**src/rtl/framebuffer_loader.sv**
```systemverilog
// UART command decoder that loads frames, single rows or a clear pattern into
// the framebuffer's byte-wide write port, and owns the per-channel RGB enable.
module framebuffer_loader #(
  parameter int ADDR_WIDTH     = 12,
  parameter int ROW_BYTES      = 128,
  parameter int TIMEOUT_WIDTH  = 20,
  parameter int TIMEOUT_CYCLES = 532000
) (
  input  logic                  clk_in,
  input  logic                  reset,
  input  logic [7:0]            rx_data,
  input  logic                  rx_valid,
  output logic [ADDR_WIDTH-1:0] ram_addr,
  output logic [7:0]            ram_data,
  output logic                  ram_wr,
  output logic [2:0]            rgb_enable,
  output logic                  busy,
  output logic                  load_done,
  output logic                  load_error
);

  localparam int FRAME_BYTES = 1 << ADDR_WIDTH;
  localparam int REM_WIDTH   = ADDR_WIDTH + 1;
  localparam logic [TIMEOUT_WIDTH-1:0] TIMEOUT_LAST = TIMEOUT_WIDTH'(TIMEOUT_CYCLES - 1);

  localparam logic [7:0] CMD_FRAME  = 8'h46;
  localparam logic [7:0] CMD_ROW    = 8'h52;
  localparam logic [7:0] CMD_CLEAR  = 8'h43;
  localparam logic [7:0] CMD_ENABLE = 8'h45;

  typedef enum logic [2:0] {
    ST_IDLE,
    ST_ROW_SEL,
    ST_ENABLE_ARG,
    ST_DATA,
    ST_CLEAR
  } state_t;

  state_t                  r_state, w_state;
  logic [ADDR_WIDTH-1:0]   r_ptr, w_ptr;
  logic [REM_WIDTH-1:0]    r_remaining, w_remaining;
  logic [TIMEOUT_WIDTH-1:0] r_timeout, w_timeout;
  logic [ADDR_WIDTH-1:0]   r_ram_addr, w_ram_addr;
  logic [7:0]              r_ram_data, w_ram_data;
  logic                    r_ram_wr, w_ram_wr;
  logic [2:0]              r_rgb_enable, w_rgb_enable;
  logic                    r_busy;
  logic                    r_load_done, w_load_done;
  logic                    r_load_error, w_load_error;
  logic                    w_timed;

  always_comb begin
    // NOTE: every w_ signal is defaulted first so no path through the case leaves a latch.
    w_state      = r_state;
    w_ptr        = r_ptr;
    w_remaining  = r_remaining;
    w_timeout    = '0;
    w_ram_addr   = r_ram_addr;
    w_ram_data   = r_ram_data;
    w_ram_wr     = 1'b0;
    w_rgb_enable = r_rgb_enable;
    w_load_done  = 1'b0;
    w_load_error = 1'b0;
    w_timed      = 1'b0;

    unique case (r_state)
      ST_IDLE: begin
        if (rx_valid) begin
          unique case (rx_data)
            CMD_FRAME: begin
              w_ptr       = '0;
              w_remaining = REM_WIDTH'(FRAME_BYTES);
              w_state     = ST_DATA;
            end
            CMD_ROW:    w_state = ST_ROW_SEL;
            CMD_CLEAR: begin
              w_ptr      = '0;
              w_ram_addr = '0;
              w_state    = ST_CLEAR;
            end
            CMD_ENABLE: w_state = ST_ENABLE_ARG;
            default:    w_state = ST_IDLE;
          endcase
        end
      end

      ST_ROW_SEL: begin
        w_timed = 1'b1;
        if (rx_valid) begin
          w_ptr       = ADDR_WIDTH'(32'(rx_data[4:0]) * ROW_BYTES);
          w_remaining = REM_WIDTH'(ROW_BYTES);
          w_state     = ST_DATA;
        end
      end

      ST_ENABLE_ARG: begin
        w_timed = 1'b1;
        if (rx_valid) begin
          w_rgb_enable = rx_data[2:0];
          w_state      = ST_IDLE;
        end
      end

      ST_DATA: begin
        w_timed = 1'b1;
        if (rx_valid) begin
          w_ram_wr    = 1'b1;
          w_ram_data  = rx_data;
          w_ram_addr  = r_ptr;
          w_ptr       = r_ptr + ADDR_WIDTH'(1);
          w_remaining = r_remaining - REM_WIDTH'(1);
          if (r_remaining == REM_WIDTH'(1)) begin
            w_load_done = 1'b1;
            w_state     = ST_IDLE;
          end
        end
      end

      ST_CLEAR: begin
        // Incoming bytes are ignored here; the sweep runs unconditionally.
        w_ram_wr   = 1'b1;
        w_ram_data = '0;
        w_ram_addr = r_ptr;
        w_ptr      = r_ptr + ADDR_WIDTH'(1);
        if (r_ptr == '1) begin
          w_load_done = 1'b1;
          w_state     = ST_IDLE;
        end
      end

      default: w_state = ST_IDLE;
    endcase

    // A byte arriving on the expiry cycle wins over the timeout.
    if (w_timed && !rx_valid) begin
      if (r_timeout == TIMEOUT_LAST) begin
        w_load_error = 1'b1;
        w_state      = ST_IDLE;
      end else begin
        w_timeout = r_timeout + TIMEOUT_WIDTH'(1);
      end
    end
  end

  // NOTE: state registers use non-blocking assignment so every flop samples pre-edge values.
  always_ff @(posedge clk_in) begin
    if (reset) begin
      r_state      <= ST_IDLE;
      r_ptr        <= '0;
      r_remaining  <= '0;
      r_timeout    <= '0;
      r_ram_addr   <= '0;
      r_ram_data   <= '0;
      r_ram_wr     <= 1'b0;
      r_rgb_enable <= 3'b111;
      r_busy       <= 1'b0;
      r_load_done  <= 1'b0;
      r_load_error <= 1'b0;
    end else begin
      r_state      <= w_state;
      r_ptr        <= w_ptr;
      r_remaining  <= w_remaining;
      r_timeout    <= w_timeout;
      r_ram_addr   <= w_ram_addr;
      r_ram_data   <= w_ram_data;
      r_ram_wr     <= w_ram_wr;
      r_rgb_enable <= w_rgb_enable;
      r_busy       <= (w_state != ST_IDLE);
      r_load_done  <= w_load_done;
      r_load_error <= w_load_error;
    end
  end

  assign ram_addr   = r_ram_addr;
  assign ram_data   = r_ram_data;
  assign ram_wr     = r_ram_wr;
  assign rgb_enable = r_rgb_enable;
  assign busy       = r_busy;
  assign load_done  = r_load_done;
  assign load_error = r_load_error;

endmodule

```
**config.mk**
```make
export PLATFORM = sky130hd
export DESIGN_NAME = framebuffer_loader
export DESIGN_NICKNAME = d
export VERILOG_FILES = /design/src/rtl/framebuffer_loader.sv
export SDC_FILE = /design/constraint.sdc
export NUM_CORES = 1
export LEC_CHECK = 0
export ABC_AREA = 1
export BUFFER_PORTS_ARGS = -buffer_cell sky130_fd_sc_hd__buf_2
export CAP_MARGIN = 5
export CORE_ASPECT_RATIO = 1.2
export CORE_MARGIN = 1.5
export CORE_UTILIZATION = 59
export DETAILED_ROUTE_END_ITERATION = 10
export PLACE_DENSITY_LB_ADDON = 0.15
export SYNTH_ARGS = -nofsm -noshare
export SYNTH_HDL_FRONTEND = slang
export SYNTH_SLANG_ARGS = --single-unit
```
**constraint.sdc**
```tcl
create_clock -name clk_in -period 2.11 [get_ports clk_in]
set_input_delay 0.211 -clock clk_in [delete_from_list [all_inputs] [get_ports clk_in]]
set_output_delay 0.211 -clock clk_in [all_outputs]
set_load 0.005 [all_outputs]
```
==> results of run 1 <==
==> final timing paths <==
path	slack, ns	start	cells past startpoint	end
worst max-delay path	0.32	r_timeout[0]$_SDFF_PP0_	8	r_timeout[14]$_SDFF_PP0_
worst min-delay path	0.12	rx_data[7]	3	ram_data[7]$_SDFFE_PP0P_
worst max register to register	0.32	r_timeout[0]$_SDFF_PP0_	8	r_timeout[14]$_SDFF_PP0_
worst min register to register	0.47	ram_addr[3]$_SDFFE_PP0P_	2	ram_addr[3]$_SDFFE_PP0P_
==> flip-flops by register name (all words and copies together) (netlist names) <==
register / count
busy: 1
load_done: 1
load_error: 1
r_ptr: 12
r_remaining: 13
r_state: 3
r_timeout: 20
ram_addr: 12
ram_data: 8
ram_wr: 1
rgb_enable: 3
==> cells by family (layout without fill, tap and decap cells) <==
kind of cell | Yosys count | in the layout
xor+xnor | 7 | 7
simple gates | 320 | 320
fa+ha+maj | 4 | 4
compound gates | 85 | 85
flops | 75 | 75
buf+inv | 85 | 130
==> Yosys cell counts <==
cell type / number / share of area (%)
o21bai_1: 3 / 0.58
nand3_1: 56 / 7.3
a21oi_1: 47 / 6.1
nor4_1: 1 / 0.16
xnor2_1: 4 / 0.91
o21ai_0: 21 / 2.7
buf_6: 2 / 0.58
nor2_4: 3 / 0.88
or2_2: 2 / 0.32
buf_2: 6 / 0.78
a31oi_1: 1 / 0.16
nand2_2: 4 / 0.65
and3_1: 1 / 0.16
nor2_2: 3 / 0.49
inv_1: 67 / 6.5
xor2_1: 3 / 0.68
nand2_4: 2 / 0.58
o21ai_1: 2 / 0.26
clkbuf_1: 2 / 0.19
nand3b_1: 2 / 0.39
o31ai_1: 4 / 0.78
nor3_4: 1 / 0.42
nor2_1: 79 / 7.7
nand2_1: 142 / 14
nor3_1: 7 / 0.91
inv_2: 7 / 0.68
nor3_2: 1 / 0.26
dfxtp_1: 75 / 39
o21ai_4: 1 / 0.42
nand4_1: 12 / 1.9
a21oi_2: 1 / 0.23
nor3b_1: 1 / 0.19
o21a_1: 1 / 0.19
o211ai_1: 4 / 0.78
buf_4: 1 / 0.19
nand3_2: 3 / 0.78
ha_1: 4 / 1.3
==> through the flow <==
stage	instances	setup WS (ns)	util (%)
2_1_floorplan	576	0.549	-
3_3_place_gp	690	0.412	64.4
3_5_place_dp	690	0.334	64.4
4_1_cts	706	0.322	67.4
5_1_grt	706	0.142	67.4
6_report	706	0.323	67.4
==> placed cells by master (no fill, tap or decap), types with 2 or more instances in the layout <==
cell	n
inv_1	67
nand4_1	12
dfxtp_1	75
nand2_1	142
nor3_1	7
o21ai_0	21
o21ai_1	2
o21bai_1	3
buf_4	3
nand3_2	3
nand3b_1	2
xnor2_1	4
clkbuf_8	10
nor2_1	79
clkbuf_1	4
o31ai_1	4
or2_2	2
ha_1	4
nor2_2	3
buf_2	37
a21oi_1	47
o211ai_1	4
nand3_1	56
inv_2	7
nor2_4	3
xor2_1	3
nand2_4	2
nand2_2	4
==> per-layer routing <==
metal,vias up,wire length [µm],share of wire (%)
li1,1937,-,-
met3,17,457,5.3
met2,118,3980,46
met1,1692,3930,46
met5,-,0,0
met4,0,189,2.2
==> worst reg2reg max path, stage by stage (launching register included) <==
cell	delay, ns
dfxtp_1	0.44
ha_1	0.28
nand2_1	0.11
nor2_2	0.16
nand2_1	0.13
nor2_4	0.15
nand4_1	0.13
o211ai_1	0.21
inv_1	0.07
==> final cells by class <==
cell class | count | area [µm²] | share of cell area (%)
Tap cell | 85 | 106 | 2.48
Clock buffer | 14 | 153 | 3.56
Sequential cell | 75 | 1500 | 35.0
Timing Repair Buffer | 40 | 208 | 4.84
Inverter | 74 | 278 | 6.48
Clock inverter | 2 | 35.0 | 0.817
Multi-Input combinational cell | 416 | 2010 | 46.8
==> power by group through the flow <==
| stage | Combinational [mW] | Sequential (mW) | Clock [mW] |
|---|---|---|---|
| 2_1_floorplan | 0.143 | 1.48 | 0 |
| 3_3_place_gp | 0.192 | 1.48 | 0 |
| 3_5_place_dp | 0.196 | 1.48 | 0 |
| 4_1_cts | 0.197 | 1.45 | 1.11 |
| 5_1_grt | 0.227 | 1.45 | 1.16 |
| 6_report | 0.197 | 1.45 | 1.09 |
==> run_results.csv, run 1 <==
group,metric,value,unit
place,io_buffers,37,
yosys,yosys.area_share.simple,36.9,%
worst_setup_path,cp_slowest_stage_delay,0.44,ns
clock_network,htreeDepth,3,
power_and_ir_drop,pwr-share-seq,53.0,%
power_and_ir_drop,internal_power,2.07,mW
timing,fin_crit_sh,84.7,%
drt,vias_per_cell,5.33,
place,placed_area,4100,µm²
clock_network,clock-sinks,75,
cells_and_area,fin_nets,631,
worst_setup_path,endpoint_kind,"flip-flop",
die,die_w,76.8,µm
cells_and_area,diodes,0,
timing,fmax,560,MHz
yosys,ys_seq_area_share,39.0,%
power_and_ir_drop,power_density,638,nW/µm²
die,start_util,60.5,%
grt,gr-total-overflow,0,
drt,route.detailed.drc,0,
die,rows,32,
yosys,synthMuxAreaShare,0,%
power_and_ir_drop,comb_power_share,7.2,%
clock_network,hold_buffers,0,
cells_and_area,syn_to_final_growth,11.3,%
timing,setup_violations,0,
yosys,synth_top_family_by_area,"simple AND/OR/NAND/NOR gates",
clock_network,post_cts_buffers,0,
cells_and_area,stdcell_area,4290,µm²
grt,grt-busiest-layer,"met2",
grt,grt_pass1_wl,14700,µm
worst_setup_path,cp_data_arrival_time,2.03,ns
timing,fin_worst_skew,0.00676,ns
drt,drt_pass1_iterations,5,
worst_setup_path,timing.critical_path.buf_inv,1,
grt,antenna_found_initial,0,
worst_setup_path,cpMostUsedCell,"nand2_1",
worst_setup_path,start_kind,"flip-flop",
power_and_ir_drop,ir_drop,0.000381,V
yosys,synth_compound_area_share,12.2,%
timing,slew_violations,0,
timing,rsz0062_at_grt,"false",
worst_setup_path,crit_family,"simple AND/OR/NAND/NOR gates",
die,fp.dieH,91.5,µm
yosys,synth_fa_ha_area_share,1.30,%
grt,grt_util_all_layers,25.9,%
drt,detail_route.wl_per_cell,12.1,µm
grt,grt_pass1_vias,3451,
cells_and_area,fillCellCount,565,
power_and_ir_drop,clockPowerShare,39.8,%
die,core_area,6370,µm²
timing,fin_crit,1.79,ns
power_and_ir_drop,p_switching,0.662,mW
timing,max_slew.worst_pin.slew,0.437,ns
yosys,syn_inst,576,
clock_network,clkTransAtPathRegs,0.07,ns
timing,tns,0,ns
yosys,synth_warnings,0,
clock_network,clock_latency,0.35,ns
cells_and_area,layout-drive-gt1-share,12.9,%
power_and_ir_drop,cellLeakagePower,1.86,nW
worst_setup_path,cp.required,2.35,ns
grt,met3_usage,3.92,%
power_and_ir_drop,power.total,2.74,mW
grt,use_met1,32.1,%
place,hpwlAfterDp,6280,µm
clock_network,cts-root-buf,"clkbuf_8",
timing,hold_viol,0,
die,dieArea,7030,µm²
yosys,synth-xor-area-share,1.59,%
worst_setup_path,critPathKind,"reg -> reg",
timing,fin_hold_ws,0.120,ns
drt,routed_wl,8560,µm
die,pin_count,38,
drt,ant_nets,0,
yosys,synth_seq_cells,75,
run_status,outcome,"finished clean",
clock_network,cts_tree,"yes",
clock_network,cts_inserted_buffers,9,
place,gp_congestion,0.950,
clock_network,clockBufferDepth,2,
yosys,synth_area,3850,µm²
drt,vias,3764,
drt,drt_iter0_drc,268,
clock_network,cts_resized,0,
yosys,synth_cell_types,37,
yosys,synth_nets,591,
power_and_ir_drop,swShare,24.2,%
timing,slew_headroom,70.7,%
grt,use_met2,43.4,%
flow_run,drv_cap,0,
worst_setup_path,path_cells,"ha_1, nand2_1, nor2_2, nand2_1, nor2_4, nand4_1, o211ai_1, inv_1",
yosys,synth.avg_cell_area,6.69,µm²
worst_setup_path,cp_max_fo,7,
worst_setup_path,cp_slowest_cell,"dfxtp_1",
min_path,hp-class,"in -> reg",
grt,grt_max_degree,28,
Power figures use the tool's default switching activity.
==> run 2: changes to the inputs <==
Settings changed: ABC_AREA 1 to 0.
Clock period 2.11 ns to 1.7 ns, I/O delays scaled along.
==> run 2 against run 1 <==
Critical path depth down 4; design area is 12% higher; clock skew is 0.0047 ns higher; sequential power up 21%; non-clock buffer count is 63 higher; highest routed layer unchanged.
==> run_results.csv, run 2 <==
group,metric,value,unit
worst_setup_path,cp_slowest_cell,"dfxtp_1",
die,rows,32,
grt,grt_pass1_wl,17200,µm
power_and_ir_drop,pwr-share-seq,52.9,%
grt,gr-total-overflow,0,
drt,detail_route.wl_per_cell,17.0,µm
cells_and_area,reg_top3,"r_timeout (20), r_remaining (13)",
yosys,yosysTopAreaCell,"dfxtp_1",
flow_run,drv_cap,0,
drt,routed_wl,10600,µm
power_and_ir_drop,swShare,24.0,%
power_and_ir_drop,clockPowerShare,42.5,%
min_path,holdPathEnd,"r_remaining[7]$_SDFFE_PP0P_",
power_and_ir_drop,power_density,692,nW/µm²
timing,slew_headroom,71.4,%
cells_and_area,final_cell_mix,"dfxtp_1 (70), buf_4 (64), a21oi_1 (42), buf_2 (37), nor2_1 (33)",
timing,fin_worst_skew,0.0115,ns
power_and_ir_drop,p_switching,0.799,mW
worst_setup_path,r2r_end,"r_remaining[7]$_SDFFE_PP0P_",
clock_network,clkTransAtPathRegs,0.08,ns
clock_network,cts_inserted_buffers,9,
grt,antenna_found_initial,0,
die,core_area,6370,µm²
timing,setup_violations,0,
power_and_ir_drop,comb_power_share,4.7,%
min_path,min_path_cells,2,
cells_and_area,layout_commonest_cell,"dfxtp_1",
yosys,synth.avg_cell_area,8.55,µm²
grt,grt_pass1_vias,3741,
die,die_w,76.6,µm
die,pin_count,38,
timing,max_slew.worst_pin.slew,0.429,ns
place,hpwlAfterDp,7450,µm
grt,use_met1,34.6,%
yosys,synth_fa_ha_area_share,1.31,%
yosys,yosysMostFrequentCell,"dfxtp_1",
power_and_ir_drop,cellLeakagePower,1.76,nW
yosys,async_reset_ff_share,0,%
grt,met3_usage,6.43,%
cells_and_area,final_util,75.6,%
yosys,synth_compound_area_share,24.0,%
die,fp.dieH,91.3,µm
min_path,min_from,"reset",
timing,slew_violations,0,
yosys,synth_top_family_by_area,"simple AND/OR/NAND/NOR gates",
drt,drt_iter0_drc,360,
yosys,syn_inst,448,
clock_network,clock-sinks,75,
yosys,synthTopCellsByCount,"dfxtp_1 (75), a21oi_1 (44), nor2_1 (34)",
power_and_ir_drop,power.total,3.33,mW
clock_network,clockBufferDepth,2,
cells_and_area,syn_to_final_growth,25.6,%
timing,fin_hold_ws,0.113,ns
clock_network,htreeDepth,3,
grt,grt_max_degree,33,
yosys,synth.top_cells.by_area,"dfxtp_1 (39%), a21oi_1 (5.7%), nand3_1 (3.4%), nor2_1 (3.3%), o211ai_1 (2.5%)",
drt,ant_nets,0,
drt,vias,3923,
drt,vias_per_cell,6.33,
worst_setup_path,endpoint_kind,"flip-flop",
place,io_buffers,37,
grt,grt-busiest-layer,"met2",
worst_setup_path,crit_family,"compound AO/OA/AOI/OAI gates",
run_status,outcome,"finished clean",
die,start_util,60.2,%
timing,tns,0,ns
worst_setup_path,path_cells,"nor4_1, and4_1, a311o_1, a221oi_1",
drt,drt_pass1_iterations,5,
yosys,synth_ff_type,"dfxtp_1",
yosys,synth_cell_types,64,
drt,route.detailed.drc,0,
worst_setup_path,cp.required,1.96,ns
cells_and_area,fin_nets,545,
yosys,synthMuxAreaShare,1.57,%
worst_setup_path,timing.critical_path.buf_inv,0,
worst_setup_path,start_kind,"flip-flop",
clock_network,clock_latency,0.36,ns
grt,use_met2,53.8,%
die,dieArea,6990,µm²
yosys,synth_nets,463,
timing,fin_crit_sh,96.8,%
timing,rsz0062_at_grt,"true",
worst_setup_path,rrSetupSlack,0.05,ns
cells_and_area,layout-drive-gt1-share,28.0,%
power_and_ir_drop,internal_power,2.53,mW
power_and_ir_drop,ir_drop,0.000610,V
timing,fmax,608,MHz
cells_and_area,diodes,0,
yosys,synth-xor-area-share,2.97,%
yosys,synth_seq_cells,75,
yosys,synth.top_cell.area_share,39.2,%
clock_network,cts_tree,"yes",
timing,hold_viol,0,
yosys,synth_area,3830,µm²
yosys,synth-edff-count,0,
yosys,yosys.area_share.simple,25.6,%
clock_network,cts-root-buf,"clkbuf_8",
worst_setup_path,reg2reg_depth,4,
yosys,ys_seq_area_share,39.2,%
place,gp_congestion,0.938,
cells_and_area,top_register,"r_timeout",
cells_and_area,largest_reg_flops,20,
yosys,synth_warnings,0,
worst_setup_path,cp_data_arrival_time,1.90,ns
grt,grt_util_all_layers,30.5,%
timing,fin_crit,1.65,ns
worst_setup_path,critPathKind,"reg -> reg",
worst_setup_path,cp_max_fo,7,
min_path,hp-class,"in -> reg",
clock_network,hold_buffers,0,
worst_setup_path,cp_slowest_stage_delay,0.47,ns
worst_setup_path,rr_startpoint,"r_remaining[2]$_SDFFE_PP0P_",
==> run 2: cell types whose count changed after synthesis, moves of 8 or more <==
cell      previous run  this run
nand2_1            142        25
inv_1               67        17
nor2_1              79        34
nand3_1             56        26
clkbuf_1             2        17
o21ai_0             21        10
a32oi_1              0         9
o211ai_1             4        13
buf_2                6        14
or4_1                0         8
==> run 2: worst max-delay path by stage <==
stage / start / end / cells after the start
6_report: r_remaining[2]$_SDFFE_PP0P_ / r_remaining[7]$_SDFFE_PP0P_ / 4
5_1_grt: r_state[0]$_SDFF_PP0_ / r_ptr[3]$_SDFFE_PP0P_ / 5
4_1_cts: r_remaining[0]$_SDFFE_PP0P_ / r_remaining[12]$_SDFFE_PP0P_ / 6
3_5_place_dp: r_state[1]$_SDFF_PP0_ / r_ptr[5]$_SDFFE_PP0P_ / 5
3_3_place_gp: rx_data[5] / r_remaining[2]$_SDFFE_PP0P_ / 6
2_1_floorplan: r_timeout[0]$_SDFF_PP0_ / r_timeout[18]$_SDFF_PP0_ / 5
==> run 2: timing repair <==
action                     4_1_cts  5_1_grt
pin swaps                        0        2
buffers inserted                 0        1
gates resized for setup          5       23
setup endpoints to repair        6       29
==> run 2: area by class of cell <==
| type | instances | area (µm²) |
|---|---|---|
| Clock buffer | 10 | 138 |
| Clock inverter | 6 | 63.8 |
| Fill cell | 463 | 1550 |
| Inverter | 17 | 63.8 |
| Multi-Input combinational cell | 324 | 2230 |
| Sequential cell | 75 | 1510 |
| Tap cell | 85 | 106 |
| Timing Repair Buffer | 103 | 706 |
==> run 2: per-layer routing <==
metal  wire (µm)  part of all wire, %
met1        4300                   41
met2        5380                   51
met3         486                  4.6
met4         402                  3.8
met5           0                    0
==> run 2: per-stage QoR <==
| step | area, µm² | cells | worst slack (ns) |
|---|---|---|---|
| after floorplan | 3830 | 448 | 0.0340 |
| after CTS | 4710 | 619 | 0.0215 |
| after detailed placement | 4490 | 603 | -0.0475 |
| final | 4810 | 620 | 0.0544 |
| after global routing | 4810 | 620 | -0.0500 |
| after global placement | 4490 | 603 | 0.0218 |
==> run 2: worst reg2reg max path, stage by stage, from the launching register on <==
cell	delay (ns)
dfxtp_1	0.47
nor4_1	0.12
and4_1	0.30
a311o_1	0.38
a221oi_1	0.29
==> run 2: logic make-up after synthesis <==
logic type                 Yosys count
muxes                                6
AOI/OAI and AO/OA                  133
DFF                                 75
xor gates and xnor gates            13
buffers and inverters               49
and+or+nand+nor                    168
adders and majority gates            4
==> run 2: power by group through the flow <==
stage	Combinational [mW]	Sequential, mW	Clock [mW]
final	0.156	1.76	1.41
after global placement	0.142	1.80	0
after detailed placement	0.145	1.80	0
after CTS	0.146	1.76	1.42
after floorplan	0.0809	1.80	0
after global routing	0.166	1.76	1.50
==> run 3: changes to the inputs <==
==> constraint.sdc (replaced) <==
create_clock -name clk_in -period 1.7 [get_ports clk_in]
set_input_delay 0.255 -clock clk_in [delete_from_list [all_inputs] [get_ports clk_in]]
set_output_delay 0.255 -clock clk_in [all_outputs]
set_load 0.005 [all_outputs]
==> run 3 against run 2 <==
Register-to-register slack about the same; critical path depth increased by 2; core utilization increased by 0.83 points; combinational power increased by 6%; worst hold slack improved by 0.096 ns; via count increased by 0.25%; sequential power about the same; sequential share of layout area decreased by 0.26 points; largest power group unchanged; highest routed layer unchanged.
==> run_results.csv, run 3 (same netlist as run 2, synthesis figures left out) <==
group,metric,value,unit
run_status,outcome,"finished clean",
place,gp_congestion,0.957,
cells_and_area,stdcell_area,4860,µm²
timing,max_slew.worst_pin.slew,0.383,ns
worst_setup_path,crit_family,"simple AND/OR/NAND/NOR gates",
drt,drt_iter0_drc,410,
cells_and_area,layout_commonest_cell,"dfxtp_1",
worst_setup_path,path_cells,"buf_4, or3b_4, nor3b_4, buf_6, o2111ai_1, a21oi_1",
grt,grt_max_degree,32,
die,start_util,60.2,%
drt,detail_route.wl_per_cell,17.0,µm
worst_setup_path,cp_max_fo,7,
worst_setup_path,cp_slowest_stage_delay,0.40,ns
cells_and_area,diodes,0,
place,hpwlAfterDp,7220,µm
timing,slew_violations,0,
grt,grt_pass1_wl,16900,µm
drt,routed_wl,10600,µm
cells_and_area,top_register,"r_timeout",
timing,setup_violations,0,
flow_run,drv_cap,0,
power_and_ir_drop,ir_drop,0.000579,V
worst_setup_path,cp.required,1.98,ns
timing,fmax,604,MHz
die,fp.dieH,91.3,µm
place,placed_area,4530,µm²
clock_network,hold_buffers,0,
worst_setup_path,critPathKind,"reg -> reg",
cells_and_area,layout-drive-gt1-share,28.9,%
clock_network,clockBufferDepth,2,
timing,fin_crit,1.66,ns
place,io_buffers,37,
grt,antenna_found_initial,0,
die,core_area,6370,µm²
timing,fin_worst_skew,0.0135,ns
worst_setup_path,endpoint_kind,"flip-flop",
cells_and_area,reg_top3,"r_timeout (20), r_remaining (13)",
grt,use_met2,55.8,%
timing,slew_headroom,74.1,%
cells_and_area,syn_to_final_growth,27.0,%
cells_and_area,largest_reg_flops,20,
drt,vias_per_cell,6.32,
cells_and_area,fin_nets,548,
grt,grt_pass1_vias,3746,
worst_setup_path,start_kind,"flip-flop",
worst_setup_path,timing.critical_path.buf_inv,2,
clock_network,clock-sinks,75,
worst_setup_path,cp_slowest_cell,"or3b_4",
power_and_ir_drop,power.total,3.43,mW
worst_setup_path,cp_data_arrival_time,1.93,ns
clock_network,cts-root-buf,"clkbuf_8",
cells_and_area,final_cell_mix,"dfxtp_1 (69), buf_4 (65), a21oi_1 (42), buf_2 (37), nor2_1 (32)",
clock_network,cts_inserted_buffers,9,
timing,fin_crit_sh,97.4,%
drt,route.detailed.drc,0,
die,die_w,76.6,µm
grt,grt_util_all_layers,30.0,%
timing,hold_viol,0,
grt,grt-busiest-layer,"met2",
die,pin_count,38,
clock_network,clkTransAtPathRegs,0.08,ns
clock_network,cts_tree,"yes",
drt,ant_nets,0,
clock_network,clock_latency,0.36,ns
grt,gr-total-overflow,0,
power_and_ir_drop,power_density,706,nW/µm²
power_and_ir_drop,cellLeakagePower,1.79,nW
min_path,hp-class,"in -> reg",
grt,met3_usage,4.82,%
drt,vias,3933,
drt,drt_pass1_iterations,6,
grt,use_met1,32.9,%
die,rows,32,
die,dieArea,6990,µm²
clock_network,htreeDepth,3,
[run 3: cell types whose count changed in the layout (fill, tap and decap cells not counted), sizes merged]
cell      previous run  this run
buf                103       106
clkbuf              10         9
bufinv               1         2
clkinvlp             2         1
[run 3: layout make-up]
type | instances | area [µm²]
clock buffers | 9 | 124
clock inverters | 6 | 90.1
fillers | 454 | 1500
inverters | 17 | 63.8
multi-input cells | 324 | 2220
flip-flops and latches | 75 | 1510
well taps | 85 | 106
repair buffers | 106 | 744
[run 3: per-layer routing]
layer / wire length, µm / vias to the layer above
met4: 332 / 0
li1: - / 1878
met1: 4190 / 1864
met5: 0 / -
met3: 623 / 32
met2: 5460 / 159
[run 3: power breakdown]
| group | total [mW] | internal [mW] | switching (mW) |
|---|---|---|---|
| Sequential | 1.76 | 1.76 | 0.00348 |
| Combinational | 0.165 | 0.0623 | 0.103 |
| Clock | 1.51 | 0.823 | 0.686 |
[run 3: tightest hold or removal path, cell delays in order]
cell and delay (ns):
buf_2 0.10, a32oi_1 0.10, nor2_1 0.07
[run 3: per-stage QoR]
stage	std cells	TNS, ns	worst slack, ns	utilization [%]	hold WS, ns
after detailed placement	606	-0.495	-0.0839	71.1	0.432
after global placement	606	-0.210	-0.0542	71.1	0.422
after floorplan	448	0	0.0340	-	0.383
after global routing	622	-0.118	-0.0326	76.4	0.221
final	622	0	0.0445	76.4	0.209
after CTS	621	-0.0183	-0.0183	74.9	0.198
[run 3: worst paths after layout]
check / from / end / slack (ns) / depth (start not counted)
max: r_state[1]$_SDFF_PP0_ / r_remaining[11]$_SDFFE_PP0P_ / 0.04 / 6
min: rx_data[6] / ram_data[6]$_SDFFE_PP0P_ / 0.21 / 3
max reg2reg: r_state[1]$_SDFF_PP0_ / r_remaining[11]$_SDFFE_PP0P_ / 0.04 / 6
min reg2reg: r_timeout[0]$_SDFF_PP0_ / r_timeout[0]$_SDFF_PP0_ / 0.41 / 1
[run 3: what timing repair did]
action,in CTS,in global routing
resized for setup,7,26
cloned,0,0
setup buffers,0,1
endpoints found under the setup margin,8,26
pin swaps,2,4
